[src/rtl/req_enc_pkg.sv]
// Shared types and constants for the 8-line request encoder.
package req_enc_pkg;

  localparam int NUM_REQ = 8;
  localparam int IDX_W   = 3;

  typedef enum logic [0:0] {
    IDLE    = 1'b0,
    PRESENT = 1'b1
  } state_t;

endpackage

[src/rtl/prio_enc8.sv]
// Combinational 8-to-3 encoder: index of the highest set bit, plus an any-set flag.
module prio_enc8
  import req_enc_pkg::*;
(
  input  logic [NUM_REQ-1:0] vec,
  output logic [IDX_W-1:0]   idx,
  output logic               any
);

  always_comb begin
    idx = '0;
    for (int i = 0; i < NUM_REQ; i++) begin
      if (vec[i]) idx = IDX_W'(i);
    end
  end

  assign any = |vec;

endmodule

[src/rtl/req_encoder8.sv]
// Synchronises 8 async request lines, queues rising edges as pending bits and presents
// them one at a time on a valid/ready port. Define REQ_ENCODER8_ROUND_ROBIN_EN for round-robin.
//
// state   | meaning
// IDLE    | nothing presented, out_valid=0, out_idx=0
// PRESENT | out_idx holds a pending index, out_valid=1
module req_encoder8
  import req_enc_pkg::*;
#(
  parameter int SYNC_STAGES = 2
) (
  input  logic               clk,
  input  logic               rst_n,
  input  logic [NUM_REQ-1:0] req_in,
  output logic               out_valid,
  input  logic               out_ready,
  output logic [IDX_W-1:0]   out_idx,
  output logic [NUM_REQ-1:0] pending,
  output logic               overflow
);

  localparam int WARM = SYNC_STAGES + 1;

  logic [NUM_REQ-1:0] sync_q [SYNC_STAGES];
  logic [NUM_REQ-1:0] dly_q;
  logic [2:0]         warm_cnt;
  logic [NUM_REQ-1:0] rise;

  state_t             state_q, state_n;
  logic [IDX_W-1:0]   out_idx_q, idx_n;
  logic [NUM_REQ-1:0] pending_q, pending_n;
  logic               overflow_q, overflow_n;

  logic               accept;
  logic [NUM_REQ-1:0] acc_mask;
  logic [NUM_REQ-1:0] cand;
  logic [IDX_W-1:0]   sel_idx;
  logic               sel_any;

  always_ff @(posedge clk or negedge rst_n) begin
    if (!rst_n) begin
      for (int k = 0; k < SYNC_STAGES; k++) sync_q[k] <= '0;
      dly_q    <= '0;
      warm_cnt <= 3'(WARM);
    end else begin
      sync_q[0] <= req_in;
      for (int k = 1; k < SYNC_STAGES; k++) sync_q[k] <= sync_q[k-1];
      dly_q <= sync_q[SYNC_STAGES-1];
      if (warm_cnt != 3'd0) warm_cnt <= warm_cnt - 3'd1;
    end
  end

  // Edges are ignored until the chain has refilled after reset, so a line held high
  // through reset does not look like a fresh request.
  assign rise = (warm_cnt == 3'd0) ? (sync_q[SYNC_STAGES-1] & ~dly_q) : '0;

  assign accept   = (state_q == PRESENT) && out_ready;
  assign acc_mask = accept ? (NUM_REQ'(1) << out_idx_q) : '0;
  assign cand     = pending_q & ~acc_mask;

`ifdef REQ_ENCODER8_ROUND_ROBIN_EN
  logic [IDX_W-1:0]   rr_start_q;
  logic [IDX_W-1:0]   search_start;
  logic [IDX_W:0]     rot_shift;
  logic [2*NUM_REQ-1:0] dbl;
  logic [NUM_REQ-1:0] rot_vec;
  logic [IDX_W-1:0]   rot_idx;

  // Rotate so the search start lands on bit 7, then the fixed encoder scans downward.
  always_comb begin
    search_start = (state_q == PRESENT) ? (out_idx_q - 3'd1) : rr_start_q;
    rot_shift    = {1'b0, search_start + 3'd1};
    dbl          = {cand, cand};
    rot_vec      = dbl[rot_shift +: NUM_REQ];
  end

  prio_enc8 u_prio (
    .vec (rot_vec),
    .idx (rot_idx),
    .any (sel_any)
  );

  assign sel_idx = rot_idx + rot_shift[IDX_W-1:0];

  always_ff @(posedge clk or negedge rst_n) begin
    if (!rst_n)      rr_start_q <= 3'd7;
    else if (accept) rr_start_q <= out_idx_q - 3'd1;
  end
`else
  prio_enc8 u_prio (
    .vec (cand),
    .idx (sel_idx),
    .any (sel_any)
  );
`endif

  always_comb begin
    state_n = state_q;
    idx_n   = out_idx_q;
    case (state_q)
      IDLE: begin
        if (sel_any) begin
          state_n = PRESENT;
          idx_n   = sel_idx;
        end
      end
      PRESENT: begin
        if (out_ready) begin
          if (sel_any) begin
            idx_n = sel_idx;
          end else begin
            state_n = IDLE;
            idx_n   = '0;
          end
        end
      end
      default: begin
        state_n = IDLE;
        idx_n   = '0;
      end
    endcase
  end

  // A new edge on the index being accepted re-arms it instead of flagging overflow.
  assign pending_n  = cand | rise;
  assign overflow_n = |(rise & cand);

  always_ff @(posedge clk or negedge rst_n) begin
    if (!rst_n) begin
      state_q    <= IDLE;
      out_idx_q  <= '0;
      pending_q  <= '0;
      overflow_q <= 1'b0;
    end else begin
      state_q    <= state_n;
      out_idx_q  <= idx_n;
      pending_q  <= pending_n;
      overflow_q <= overflow_n;
    end
  end

  assign out_valid = (state_q == PRESENT);
  assign out_idx   = out_idx_q;
  assign pending   = pending_q;
  assign overflow  = overflow_q;

endmodule

[config.mk]
export PLATFORM = sky130hd
export DESIGN_NAME = req_encoder8
export DESIGN_NICKNAME = d
export VERILOG_FILES = /design/src/rtl/req_enc_pkg.sv /design/src/rtl/prio_enc8.sv /design/src/rtl/req_encoder8.sv
export SDC_FILE = /design/constraint.sdc
export NUM_CORES = 1
export LEC_CHECK = 0
export ABC_AREA = 1
export ABC_CLOCK_PERIOD_IN_PS = 2300
export BUFFER_PORTS_ARGS = -buffer_cell sky130_fd_sc_hd__buf_2
export CORE_UTILIZATION = 53
export DETAILED_ROUTE_END_ITERATION = 8
export GPL_TIMING_DRIVEN = 1
export PLACE_DENSITY = 0.87
export SLEW_MARGIN = 20
export SYNTH_ARGS = -nofsm -noshare
export SYNTH_HDL_FRONTEND = slang
export SYNTH_SLANG_ARGS = --single-unit
[constraint.sdc]
create_clock -name clk -period 2.3 [get_ports clk]
set_clock_uncertainty 0.2 [all_clocks]
set_input_delay 0.115 -clock clk [delete_from_list [all_inputs] [get_ports clk]]
set_output_delay 0.115 -clock clk [all_outputs]
set_load 0.05 [all_outputs]
Word-level counts from Yosys, hierarchy flattened
Cells that the tools add are included.
{"block": "totals", "regBits": 40, "inputBits": 11, "output_inout_bits": 13, "elab_cells": 41}
{"block": "classes", "add_sub_neg": 1, "eq_ne": 2, "n_shift": 1, "muxes": 16, "bitwise_logic": 7, "n_reduce_logical": 6}
{"operator": "AND 8 bit", "count": 3}
{"operator": "2-to-1 mux 3 bit", "count": 7}
{"operator": "2-to-1 mux 8 bit", "count": 2}
{"operator": "inverter 8 bit", "count": 2}
{"operator": "OR reduction 8 bit", "count": 2}
{"operator": "bitwise OR 8 bit", "count": 1}
{"operator": "left shift 1 x 3 -> 8 bit (first input constant)", "count": 1}
{"operator": "one-hot mux 3 bit (2 select lines)", "count": 1}
{"operator": "2-to-1 mux 2 bit", "count": 2}
{"operator": "!= test 2 bit (second input constant)", "count": 2}
{"operator": "logical NOT 3 bit", "count": 1}
{"operator": "2-to-1 mux 1 bit", "count": 3}
{"operator": "nonzero test 3 bit", "count": 1}
{"operator": "subtractor 3 x 1 -> 3 bit (second input constant)", "count": 1}
{"operator": "one-hot mux 1 bit (2 select lines)", "count": 1}
{"operator": "AND reduction 2 bit", "count": 1}
{"operator": "logical AND 1 bit", "count": 1}
{"operator": "inverter 1 bit", "count": 1}

Longest topological paths before layout
Gate-level depths: netlist (run 1).
{"block": "logic_depth", "ltp_word": 14, "ltp_mapped": 12, "depth_no_buf": 12}

Cells and area by module
From an unflattened synthesis (run 1), not the netlist that was laid out.
{"block": "hier_totals", "cells_unflattened": 165, "hier_area_um2": 1559.0}
{"module": "req_encoder8", "n_inst": 1, "cells_per_inst": 145, "area_each_um2": 1481.4, "seq_area_each_um2": 1003.5}
{"module": "prio_enc8", "n_inst": 1, "cells_per_inst": 20, "area_each_um2": 77.6, "seq_area_each_um2": 0.0}

Worst setup path after synthesis (run 1)
OpenSTA, ideal clock, no wires.
{"block": "synth_timing", "path_kind": "register to register", "from": "register state_q, in the netlist out_valid", "to": "register out_idx_q[1], in the netlist out_idx[1]", "setup_time_ps": 120, "arrival_ps": 1648, "required_time_ps": 1980, "setup_slack_ps": 331, "stages_incl_launch_ff": 10, "n_path_buf": 0, "synth_period_minus_slack_ps": 1969, "cell_sequence": "dfrtp_1 -> nand3_2 -> o21ai_2 -> nand2_2 -> nor2_1 -> nand2_1 -> nand2_2 -> nand2_2 -> o21ai_1 -> nand2_1"}
{"block": "synth_between", "elab_chain_len": 13, "elab_cells_between_ends": 19, "cone_classes": "2 x eq/ne; 11 x mux; 3 x bitwise; 3 x reduce/logical"}
{"element": "from (decl)", "line_no": "req_encoder8.sv:29", "source": "state_t state_q, state_n;"}
{"element": "from (signal assigned)", "line_no": "req_encoder8.sv:135", "source": "state_q <= state_n;"}
{"element": "logical AND 1 bit", "line_no": "req_encoder8.sv:57", "source": "assign accept = (state_q == PRESENT) && out_ready;"}
{"element": "2-to-1 mux 8 bit", "line_no": "req_encoder8.sv:58", "source": "assign acc_mask = accept ? (NUM_REQ'(1) << out_idx_q) : '0;"}
{"element": "inverter 8 bit", "line_no": "req_encoder8.sv:59", "source": "assign cand = pending_q & ~acc_mask;"}
{"element": "AND 8 bit", "line_no": "req_encoder8.sv:59"}
{"element": "2-to-1 mux 2 bit (2 in a row)", "line_no": "prio_enc8.sv:13", "source": "if (vec[i]) idx = IDX_W'(i);"}
{"element": "2-to-1 mux 3 bit (4 in a row)", "line_no": "prio_enc8.sv:13"}
{"element": "2-to-1 mux 3 bit", "line_no": "req_encoder8.sv:109", "source": "if (sel_any) begin"}
{"element": "2-to-1 mux 3 bit", "line_no": "req_encoder8.sv:108", "source": "if (out_ready) begin"}
{"element": "one-hot mux 3 bit (2 select lines)", "line_no": "req_encoder8.sv:100", "source": "case (state_q)"}
{"element": "to (signal assigned)", "line_no": "req_encoder8.sv:136", "source": "out_idx_q <= idx_n;"}
{"element": "to (decl)", "line_no": "req_encoder8.sv:30", "source": "logic [IDX_W-1:0] out_idx_q, idx_n;"}
Several ways; a longest one is shown, not always the timed one. The select of a mux whose other input is x is not followed.
A chain may end at the register's enable or synchronous reset.

Worst setup path in the final report (run 1)
{"block": "layout_timing", "from": "register warm_cnt[0]", "to": "register overflow_q, in the netlist overflow"}
{"block": "layout_between", "elab_chain_len": 4}
{"element": "from (decl)", "line_no": "req_encoder8.sv:26", "source": "logic [2:0] warm_cnt;"}
{"element": "from (signal assigned)", "line_no": "req_encoder8.sv:44", "source": "warm_cnt <= 3'(WARM);"}
{"element": "from (signal assigned)", "line_no": "req_encoder8.sv:49", "source": "if (warm_cnt != 3'd0) warm_cnt <= warm_cnt - 3'd1;"}
{"element": "logical NOT 3 bit", "line_no": "req_encoder8.sv:55", "source": "assign rise = (warm_cnt == 3'd0) ? (sync_q[SYNC_STAGES-1] & ~dly_q) : '0;"}
{"element": "2-to-1 mux 8 bit", "line_no": "req_encoder8.sv:55"}
{"element": "AND 8 bit", "line_no": "req_encoder8.sv:126", "source": "assign overflow_n = |(rise & cand);"}
{"element": "OR reduction 8 bit", "line_no": "req_encoder8.sv:126"}
{"element": "via overflow_n", "line_no": "req_encoder8.sv:32", "source": "logic overflow_q, overflow_n;"}
{"element": "to (signal assigned)", "line_no": "req_encoder8.sv:138", "source": "overflow_q <= overflow_n;"}
{"element": "to (decl)", "line_no": "req_encoder8.sv:32"}
The timed path passes the listed nets, and every way through them passes these cells.

==> metrics, run 1 <==
core footprint=approximately 2500 µm²; initial antenna violation count=0; Synth Warn #=0; status=finished clean; H-tree depth=2; Final period util=85.0%; port bufs=23; critical path's slowest cell=nor2_1; final instance area=about 1800 µm²; crit path kind=flop to flop; Hold WC Path Type=flop to flop; R2R setup slack=0.34 ns; FF-to-FF Start=warm_cnt[0]$_DFFE_PN1P_; Synth Net Count=between 100 and 150; critical path endpoint category=flop; top-count cell post-synth=dfrtp_1; delay-heaviest family, CP=simple AND/OR/NAND/NOR gates; Inserted Clock Buffers=5; WP data arrival=about 2.0 ns; leak pwr=slightly above 0.8 nW; grt ovf=0; worst skew pair latency=0.33 ns; Req. time, crit path=between 2 and 2.5 ns; fraction of registers with async set/reset=100%; Sw Ratio=around 30%; drt drc=0; CTS sink count=40; die area=slightly below 3000 µm²; Routed Antenna Nets=0; Layout area overhead=22.2%; Yosys cell types=21; Synth area leaders=dfrtp_1 (65%), nand2_1 (7.2%), nand3b_1 (4.1%); CTS Hold Bufs=10; RSZ-0062 raised after global routing=false; Comb pwr share=between 20% and 30%; Synth Cell Area=about 1500 µm²; Hold EP=sync_q[5]$_DFF_PN0_; post-cts sizing count=0; Syn Inst Count=126; Setup Total Neg Slack=0 ns; Clock power frac=approximately 28%; setup slack at placement=0.330 ns; postcts setup bufs=0; RePlAce Congestion=0.878; Final setup viols=0; WL final=about 2.4 mm; r2r endpoint=overflow$_DFF_PN0_; post-synthesis sequential area ratio=68.7%; post-detailed-route wirelength per cell=12.1 µm; CP Cell Sequence=inv_1, ha_1, inv_1, nor2_1, nand3b_1, o22ai_1, nor2_1, nand2_1; CTS tree=done; Slew Limit Fails=0; crit path launch type=flop; Flop pwr share=between 50 and 60%; worst hold path depth=0; min cycle time layout=slightly below 2 ns; Starting Density=a little under three fifths; clk root buf=clkbuf_4; routed via count=a little under 1000; Int Power=around 0.0011 W; top cell type's share of synthesized area=roughly two thirds; Max VDD drop=roughly 0.0007 V; Post-synth EDFFs=0; PD cells=between 800 and 900 nW/µm²; I/O pin count=24; Synth Area per Inst=11.6 µm²; first-pass GRT wire length=3.97 mm; maximum net fanout on the critical path=12; First DRT Iteration DRCs=9; buffers plus inverters on the worst setup path=2; NetSw=about 0.00047 W; Synth area leader=dfrtp_1; CTS clk-pin slew, worst paths=between 0.1 and 0.15 ns; vias in the first global route=~970; worst rel slew slack=between 40 and 50%; FF-to-FF path depth=8; Worst path max stage delay=~0.50 ns; Max Freq=about 510 MHz; ANT cells=0; DP Area=roughly 1600 µm²; share of cells above drive strength 1=28.9%; chip width=~55 µm; Max Cap Viol=0; CTS Buffer Depth=2; Final Hold Fails=0; DRT Pass-1 Iters=4; Hold Crit Start=sync_q[13]$_DFF_PN0_; Vert. Die Dim=~55 µm; nets@finish=roughly 180; Rows=18; fin worst setup slack=around 0.34 ns; largest net degree at the start of global routing=41; drt via density=about 5; overall routing resource usage=roughly 20%; Slew @ Worst Pin=about 0.81 ns; ys flop type=dfrtp_1; synth cell count leaders=dfrtp_1 (38), nand2_1 (28), nand3b_1 (8); register bit total from synthesis=40; Final HPWL DP=1.75 mm
-- worst max path at each step --
stage                             from                endpoint  depth (start not counted)
2_1_floorplan      out_valid$_DFF_PN0_  out_idx[1]$_DFFE_PN0P_                          9
3_3_place_gp   warm_cnt[0]$_DFFE_PN1P_      overflow$_DFF_PN0_                          8
3_5_place_dp   warm_cnt[0]$_DFFE_PN1P_      overflow$_DFF_PN0_                          8
4_1_cts        warm_cnt[0]$_DFFE_PN1P_      overflow$_DFF_PN0_                          8
5_1_grt        warm_cnt[0]$_DFFE_PN1P_      overflow$_DFF_PN0_                          8
6_report       warm_cnt[0]$_DFFE_PN1P_      overflow$_DFF_PN0_                          8
-- power by group through the flow --
| stage | clock network, W | logic [W] | registers [W] |
|---|---|---|---|
| after floorplan | 0 | 0.000108 | 0.000910 |
| after global placement | 0 | 0.000296 | 0.000802 |
| after detailed placement | 0 | 0.000300 | 0.000806 |
| after CTS | 0.000447 | 0.000314 | 0.000792 |
| after global routing | 0.000467 | 0.000343 | 0.000797 |
| final | 0.000431 | 0.000312 | 0.000791 |
-- flip-flops by register name, summed over array words and instances, names as in the netlist --
| register | flops |
|---|---|
| out_valid | 1 |
| pending | 8 |
| dly_q | 8 |
| out_idx | 3 |
| overflow | 1 |
| warm_cnt | 3 |
| sync_q | 16 |
-- metrics by stage --
stage	std cells	utilization (%)	hold WS (ns)	total power, W
2_1_floorplan	126	-	-0.381	0.00102
4_1_cts	196	70.2	0.163	0.00155
3_3_place_gp	178	63.2	0.0239	0.00110
5_1_grt	196	70.2	0.173	0.00161
6_report	196	70.2	0.159	0.00153
3_5_place_dp	178	63.2	0.0247	0.00111
-- layout make-up --
class	instances	area (µm²)
Timing Repair Buffer	33	215
Clock inverter	2	35.0
Inverter	8	30.0
Tap cell	30	37.5
Multi-Input combinational cell	77	423
Clock buffer	6	41.3
Sequential cell	40	1000
Fill cell	188	759
-- placed cells by master, fill, tap and decap left out --
cell type	instances
nor2_1	7
inv_2	2
nand3_2	1
dfrtp_1	38
dlygate4sd3_1	10
ha_1	2
clkinv_2	1
nor2_2	2
xor2_1	1
o22ai_1	4
clkbuf_1	1
nand3_1	4
nand2_2	5
o21ai_2	5
inv_1	6
o21ai_1	5
nand2_1	28
clkbuf_4	5
nand3b_1	8
or2_2	1
o21ai_0	1
bufinv_16	1
buf_2	23
a21oi_1	2
dfstp_2	2
xnor2_1	1
-- cell families after synthesis --
| family | count (synthesis) | share of synthesized area (%) |
|---|---|---|
| AND/OR/NAND/NOR | 56 | 18.6 |
| flip-flops | 40 | 68.7 |
| adder cells (fa/ha/maj) | 2 | 1.71 |
| XOR/XNOR | 2 | 1.20 |
| buffers and inverters | 9 | 2.40 |
| AO/OA/AOI/OAI | 17 | 7.45 |
-- routing by layer --
metal | wire [µm] | track usage [%] | vias up
met1 | 1030 | 22.8 | 457
li1 | - | - | 488
met3 | 92 | 5.83 | 2
met5 | 0 | 0 | -
met4 | 9 | 7.69 | 0
met2 | 1240 | 35.4 | 27
No activity file was read; power rests on OpenSTA's default activity.
==> inputs of run 2 (changes only) <==
--- a/config.mk
+++ b/config.mk
@@ -8,10 +8,12 @@
 export ABC_AREA = 1
 export ABC_CLOCK_PERIOD_IN_PS = 2300
 export BUFFER_PORTS_ARGS = -buffer_cell sky130_fd_sc_hd__buf_2
-export CORE_UTILIZATION = 53
+export CELL_PAD_IN_SITES_DETAIL_PLACEMENT = 1
+export CELL_PAD_IN_SITES_GLOBAL_PLACEMENT = 1
+export CORE_UTILIZATION = 43
 export DETAILED_ROUTE_END_ITERATION = 8
 export GPL_TIMING_DRIVEN = 1
-export PLACE_DENSITY = 0.87
+export PLACE_DENSITY = 0.88
 export SLEW_MARGIN = 20
 export SYNTH_ARGS = -nofsm -noshare
 export SYNTH_HDL_FRONTEND = slang
==> metrics, run 2 (synthesis gave the netlist of run 1 again) <==
Slew @ Worst Pin=0.836 ns (was 0.812 ns); CTS sink count=40 (unchanged); Inserted Clock Buffers=5 (unchanged); DRT Pass-1 Iters=3 (was 4); min cycle time layout=2.04 ns (was 1.96 ns); total power=0.00146 W (was 0.00153 W); delay-heaviest family, CP=simple AND/OR/NAND/NOR gates (unchanged); crit path launch type=flop (unchanged); nets@finish=178 (unchanged); Multi-input gate area=423 µm² (unchanged); met1 Use GR=21.4% (was 22.8%); vias in the first global route=1152 (was 966); Max Cap Viol=0 (unchanged); initial antenna violation count=0 (unchanged); CTS clk-pin slew, worst paths=0.12 ns (about the same); post-detailed-route wirelength per cell=14.1 µm (was 12.1 µm); RSZ-0062 raised after global routing=false (unchanged); Max Freq=489 MHz (was 511 MHz); Layout area overhead=22.1% (was 22.2%); buffers plus inverters on the worst setup path=2 (unchanged); Routed Antenna Nets=0 (unchanged); First DRT Iteration DRCs=56 (was 9); register area=1000 µm² (unchanged); WP data arrival=2.13 ns (was 2.03 ns); worst rel slew slack=44.3% (was 45.9%); clk root buf=clkbuf_4 (unchanged); grt ovf=0 (unchanged); Final Hold Fails=0 (unchanged); I/O pin count=24 (unchanged); critical path's slowest cell=nor2_1 (unchanged); met2 Track Usage GR=35.0% (was 35.4%); largest reg by FF count=sync_q (unchanged); CTS Hold Bufs=10 (unchanged); overall routing resource usage=19.9% (was 20.1%); largest net degree at the start of global routing=41 (unchanged); Setup Total Neg Slack=0 ns (unchanged); CTS tree=done (unchanged); crit path kind=flop to flop (unchanged); Req. time, crit path=2.39 ns (was 2.38 ns); routed via count=1029 (was 974); final core utilization=57.0% (was 70.2%); Final period util=88.9% (was 85.0%); CP Launch Point=warm_cnt[0]$_DFFE_PN1P_ (unchanged); share of cells above drive strength 1=28.9% (unchanged); most frequent cells in the layout=dfrtp_1 (38), nand2_1 (28), buf_2 (23), dlygate4sd3_1 (10), nand3b_1 (8) (unchanged); post-cts sizing count=0 (unchanged); R2R setup slack=0.26 ns (was 0.34 ns); Final setup viols=0 (unchanged); Max VDD drop=0.000445 V (was 0.000702 V); H-tree depth=2 (unchanged); fillers=343 (was 188); max FFs per register=16 (unchanged); leak pwr=0.798 nW (was 0.812 nW); core footprint=3130 µm² (was 2540 µm²); PD cells=819 nW/µm² (was 859 nW/µm²); Vert. Die Dim=60.3 µm (was 54.5 µm); Starting Density=46.7% (was 57.4%); Worst path max stage delay=0.54 ns (was 0.50 ns); maximum net fanout on the critical path=12 (unchanged); CP Cell Sequence=inv_1, ha_1, inv_1, nor2_1, nand3b_1, o22ai_1, nor2_1, nand2_1 (unchanged); Hold Crit Start=sync_q[14]$_DFF_PN0_ (was sync_q[13]$_DFF_PN0_); commonest non-fill, non-tap cell in the layout=dfrtp_1 (unchanged); ANT cells=0 (unchanged); GRT busiest layer=met2 (unchanged); FF-to-FF Start=warm_cnt[0]$_DFFE_PN1P_ (unchanged); drt via density=4.90 (was 4.97); CTS Buffer Depth=2 (unchanged); met3 Track Usage GR=6.06% (was 5.83%); critical path endpoint category=flop (unchanged); status=finished clean (unchanged); Slew Limit Fails=0 (unchanged); worst skew pair latency=0.35 ns (was 0.33 ns); die area=3640 µm² (was 2970 µm²); drt drc=0 (unchanged); postcts setup bufs=0 (unchanged); chip width=60.3 µm (was 54.5 µm); first-pass GRT wire length=5.02 mm (was 3.97 mm); Final HPWL DP=2.19 mm (was 1.75 mm); Rows=20 (was 18); Hold WC Path Type=flop to flop (unchanged); RePlAce Congestion=0.791 (was 0.878); WL final=2.96 mm (was 2.37 mm); port bufs=23 (unchanged)
[run 2: through the flow]
step	instance area (µm²)	setup WS [ns]	instances	hold WS, ns
3_3_place_gp	1630	0.377	192	0.0242
4_1_cts	1780	0.220	210	0.165
3_5_place_dp	1630	0.245	192	0.0248
2_1_floorplan	1460	0.331	126	-0.381
5_1_grt	1780	0.0348	210	0.168
6_report	1780	0.256	210	0.162
[run 2: final cells by class]
type	instances	share of cell area (%)
clock buffer	6	2.31
clock inverter	2	0.912
inverter	8	1.68
multi-input combinational	77	23.7
sequential	40	56.2
tap	44	3.09
timing repair buffer	33	12.1
[run 2: worst reg2reg max path, delay by kind of cell, from the launching register on]
| family | cells | cell delay (ns) |
|---|---|---|
| buffers and inverters | 2 | 0.13 |
| adders and majority gates | 1 | 0.15 |
| DFF | 1 | 0.38 |
| and+or+nand+nor | 4 | 0.87 |
| AOI/OAI and AO/OA | 1 | 0.24 |
[run 2: power breakdown]
part	switching [W]	internal [W]
logic	0.000236	0.0000849
clock network	0.000228	0.000122
registers	0.0000361	0.000755
total	0.000500	0.000962
[run 2: path summary, 6_finish.rpt]
| path | endpoint | cells past startpoint |
|---|---|---|
| max | overflow$_DFF_PN0_ | 8 |
| min | sync_q[6]$_DFF_PN0_ | 0 |
| max reg2reg | overflow$_DFF_PN0_ | 8 |
| min reg2reg | sync_q[6]$_DFF_PN0_ | 0 |
| max in group asynchronous | overflow$_DFF_PN0_ | 2 |
| min in group asynchronous | out_idx[0]$_DFFE_PN0P_ | 2 |
[run 2: routing by layer]
layer	routed length, µm	part of all wire [%]
met5	0	0
met4	85	2.9
met3	108	3.7
met2	1620	55
met1	1150	39
==> inputs of run 3 (changes only) <==
--- a/config.mk
+++ b/config.mk
@@ -10,11 +10,12 @@
 export BUFFER_PORTS_ARGS = -buffer_cell sky130_fd_sc_hd__buf_2
 export CELL_PAD_IN_SITES_DETAIL_PLACEMENT = 1
 export CELL_PAD_IN_SITES_GLOBAL_PLACEMENT = 1
-export CORE_UTILIZATION = 43
+export CORE_UTILIZATION = 42
 export DETAILED_ROUTE_END_ITERATION = 8
 export GPL_TIMING_DRIVEN = 1
 export PLACE_DENSITY = 0.88
 export SLEW_MARGIN = 20
 export SYNTH_ARGS = -nofsm -noshare
 export SYNTH_HDL_FRONTEND = slang
+export SYNTH_HIERARCHICAL = 1
 export SYNTH_SLANG_ARGS = --single-unit
==> metrics, run 3 <==
Slew Limit Fails=0 (unchanged); commonest non-fill, non-tap cell in the layout=nand2_1 (was dfrtp_1); H-tree depth=2 (unchanged); most frequent cells in the layout=nand2_1 (43), dfrtp_1 (38), inv_1 (29), buf_2 (23), nor2_1 (17) (was dfrtp_1 (38), nand2_1 (28), buf_2 (23), dlygate4sd3_1 (10), nand3b_1 (8)); RSZ-0062 raised after global routing=false (unchanged); I/O pin count=24 (unchanged); delay-heaviest family, CP=buffers and inverters (was simple AND/OR/NAND/NOR gates); Final HPWL DP=2.36 mm (was 2.19 mm); top-count cell post-synth=nand2_1 (was dfrtp_1); core footprint=3440 µm² (was 3130 µm²); drt via density=4.72 (was 4.90); register area=1000 µm² (unchanged); Worst path max stage delay=0.52 ns (was 0.54 ns); clk root buf=clkbuf_8 (was clkbuf_4); CP Cell Sequence=dlygate4sd3_1, buf_2, nand2_2, nor2_4, nand2_1, nand2_1, inv_1, inv_1, nand2_1, nor3_1, nand3_1, inv_1, o21ai_0, o22ai_1 (was inv_1, ha_1, inv_1, nor2_1, nand3b_1, o22ai_1, nor2_1, nand2_1); Post-synth EDFFs=0 (unchanged); vias in the first global route=1282 (was 1152); routed wl met3=102 µm (was 108 µm); grt ovf=0 (unchanged); Inserted Clock Buffers=5 (unchanged); met2 WL=1.74 mm (was 1.62 mm); worst rel slew slack=43.3% (was 44.3%); Yosys cell types=18 (was 21); PD cells=819 nW/µm² (about the same); critical path's slowest cell=dlygate4sd3_1 (was nor2_1); die area=3960 µm² (was 3640 µm²); overall routing resource usage=19.2% (was 19.9%); leak pwr=1.00 nW (was 0.798 nW); fraction of registers with async set/reset=100% (unchanged); crit path launch type=input pin (was flop); Max Cap Viol=0 (unchanged); min cycle time layout=2.12 ns (was 2.04 ns); crit path kind=input pin to flop (was flop to flop); critical path endpoint category=flop (unchanged); Starting Density=45.3% (was 46.7%); Req. time, crit path=2.31 ns (was 2.39 ns); Syn Inst Count=165 (was 126); fin worst setup slack=0.180 ns (was 0.256 ns); share of cells above drive strength 1=18.0% (was 28.9%); max FFs per register=16 (unchanged); Final setup viols=0 (unchanged); CTS Buffer Depth=2 (unchanged); Final Hold Fails=0 (unchanged); CTS clk-pin slew, worst paths=0.07 ns (was 0.12 ns); RePlAce Congestion=0.865 (was 0.791); post-detailed-route wirelength per cell=13.2 µm (was 14.1 µm); post-synthesis sequential area ratio=64.4% (was 68.7%); postcts setup bufs=0 (unchanged); DRT Pass-1 Iters=2 (was 3); chip width=62.9 µm (was 60.3 µm); Synth Net Count=178 (was 139); Hold WC Path Type=flop to flop (unchanged); buffers plus inverters on the worst setup path=5 (was 2); Synth Warn #=6 (was 0); Synth area leaders=dfrtp_1 (61%), nand2_1 (10%), inv_1 (7.0%) (was dfrtp_1 (65%), nand2_1 (7.2%), nand3b_1 (4.1%)); port bufs=23 (unchanged); largest net degree at the start of global routing=41 (unchanged); synth cell count leaders=nand2_1 (43), dfrtp_1 (38), inv_1 (29) (was dfrtp_1 (38), nand2_1 (28), nand3b_1 (8)); ANT cells=0 (unchanged); Synth area leader=dfrtp_1 (unchanged); drt drc=0 (unchanged); Rows=21 (was 20); register bit total from synthesis=40 (unchanged); Max VDD drop=0.000453 V (was 0.000445 V); setup slack at placement=0.272 ns (was 0.245 ns); top sig layer=met4 (unchanged); WL final=3.33 mm (was 2.96 mm); nets@finish=217 (was 178); Routed Antenna Nets=0 (unchanged); Setup Total Neg Slack=0 ns (unchanged); fillers=414 (was 343); Multi-input gate area=432 µm² (was 423 µm²); Layout area overhead=22.2% (was 22.1%); Slew @ Worst Pin=0.851 ns (was 0.836 ns); Vert. Die Dim=62.9 µm (was 60.3 µm); WP data arrival=2.13 ns (about the same); Max Freq=472 MHz (was 489 MHz); largest reg by FF count=sync_q (unchanged); First DRT Iteration DRCs=14 (was 56); status=finished clean (unchanged); Synth Cell Area=1560 µm² (was 1460 µm²); worst skew pair latency=0.29 ns (was 0.35 ns); CTS sink count=40 (unchanged); Synth Area per Inst=9.45 µm² (was 11.6 µm²); CTS tree=done (unchanged); routed via count=1184 (was 1029); maximum net fanout on the critical path=4 (was 12); first-pass GRT wire length=5.73 mm (was 5.02 mm); routed length on met1=1.43 mm (was 1.15 mm); Final period util=92.2% (was 88.9%); ys flop type=dfrtp_1 (unchanged); initial antenna violation count=0 (unchanged); top cell type's share of synthesized area=61.0% (was 65.1%)
## run 3: what timing repair did
| item | 4_1_cts | 5_1_grt |
|---|---|---|
| resized for setup | 0 | 0 |
| endpoints found under the hold margin | 47 | 0 |
| endpoints found under the setup margin | 0 | 0 |
| hold buffers | 10 | 0 |
## run 3: worst paths after layout
path / start / depth (start not counted) / slack [ns] / endpoint
max in group asynchronous: rst_n / 2 / 1.09 / sync_q[15]$_DFF_PN0_
max reg2reg: out_valid$_DFF_PN0_ / 12 / 0.22 / out_idx[0]$_DFFE_PN0P_
min reg2reg: sync_q[11]$_DFF_PN0_ / 0 / 0.15 / sync_q[3]$_DFF_PN0_
min: sync_q[11]$_DFF_PN0_ / 0 / 0.15 / sync_q[3]$_DFF_PN0_
max: out_ready / 14 / 0.18 / out_idx[0]$_DFFE_PN0P_
min in group asynchronous: rst_n / 2 / 0.26 / dly_q[3]$_DFF_PN0_
## run 3: logic make-up (layout without fill, tap and decap cells)
kind of cell	count (synthesis)	after routing	synth area share [%]
AND/OR/NAND/NOR	74	74	19.9
flip-flops	40	40	64.4
buffers and inverters	32	72	7.95
AO/OA/AOI/OAI	15	15	5.06
adder cells (fa/ha/maj)	2	2	1.60
XOR/XNOR	2	2	1.12
## run 3: cell type report
| cell class | count | area share, % |
|---|---|---|
| clock buffer | 7 | 4.01 |
| clock inverter | 1 | 0.263 |
| inverter | 31 | 6.11 |
| multi-input combinational | 93 | 22.7 |
| sequential | 40 | 52.7 |
| tap | 46 | 3.02 |
| timing repair buffer | 33 | 11.3 |
## run 3: per-stage QoR
stage | hold WS (ns) | area (µm²) | util [%] | instances | total power, W
finish | 0.151 | 1910 | 55.4 | 251 | 0.00156
global route | 0.157 | 1910 | 55.4 | 251 | 0.00164
global placement | 0.0232 | 1720 | 50.1 | 233 | 0.00110
detailed placement | 0.0247 | 1720 | 50.1 | 233 | 0.00112
floorplan | -0.381 | 1560 | - | 165 | 0.00102
CTS | 0.154 | 1910 | 55.4 | 251 | 0.00157
## run 3: power breakdown
| part | internal, W | leakage, nW | total (W) | switching (W) |
|---|---|---|---|---|
| Combinational | 0.0000866 | 0.518 | 0.000325 | 0.000239 |
| Clock | 0.000213 | 0.0422 | 0.000444 | 0.000231 |
| Sequential | 0.000756 | 0.444 | 0.000791 | 0.0000355 |
| Total | 0.00105 | 1.00 | 0.00156 | 0.000506 |
## run 3: layer usage
layer | GRT usage (%) | vias to the layer above
met2 | 32.5 | 20
met3 | 6.02 | 6
met4 | 8.43 | 0
met5 | 0 | -
met1 | 22.0 | 581
li1 | - | 577
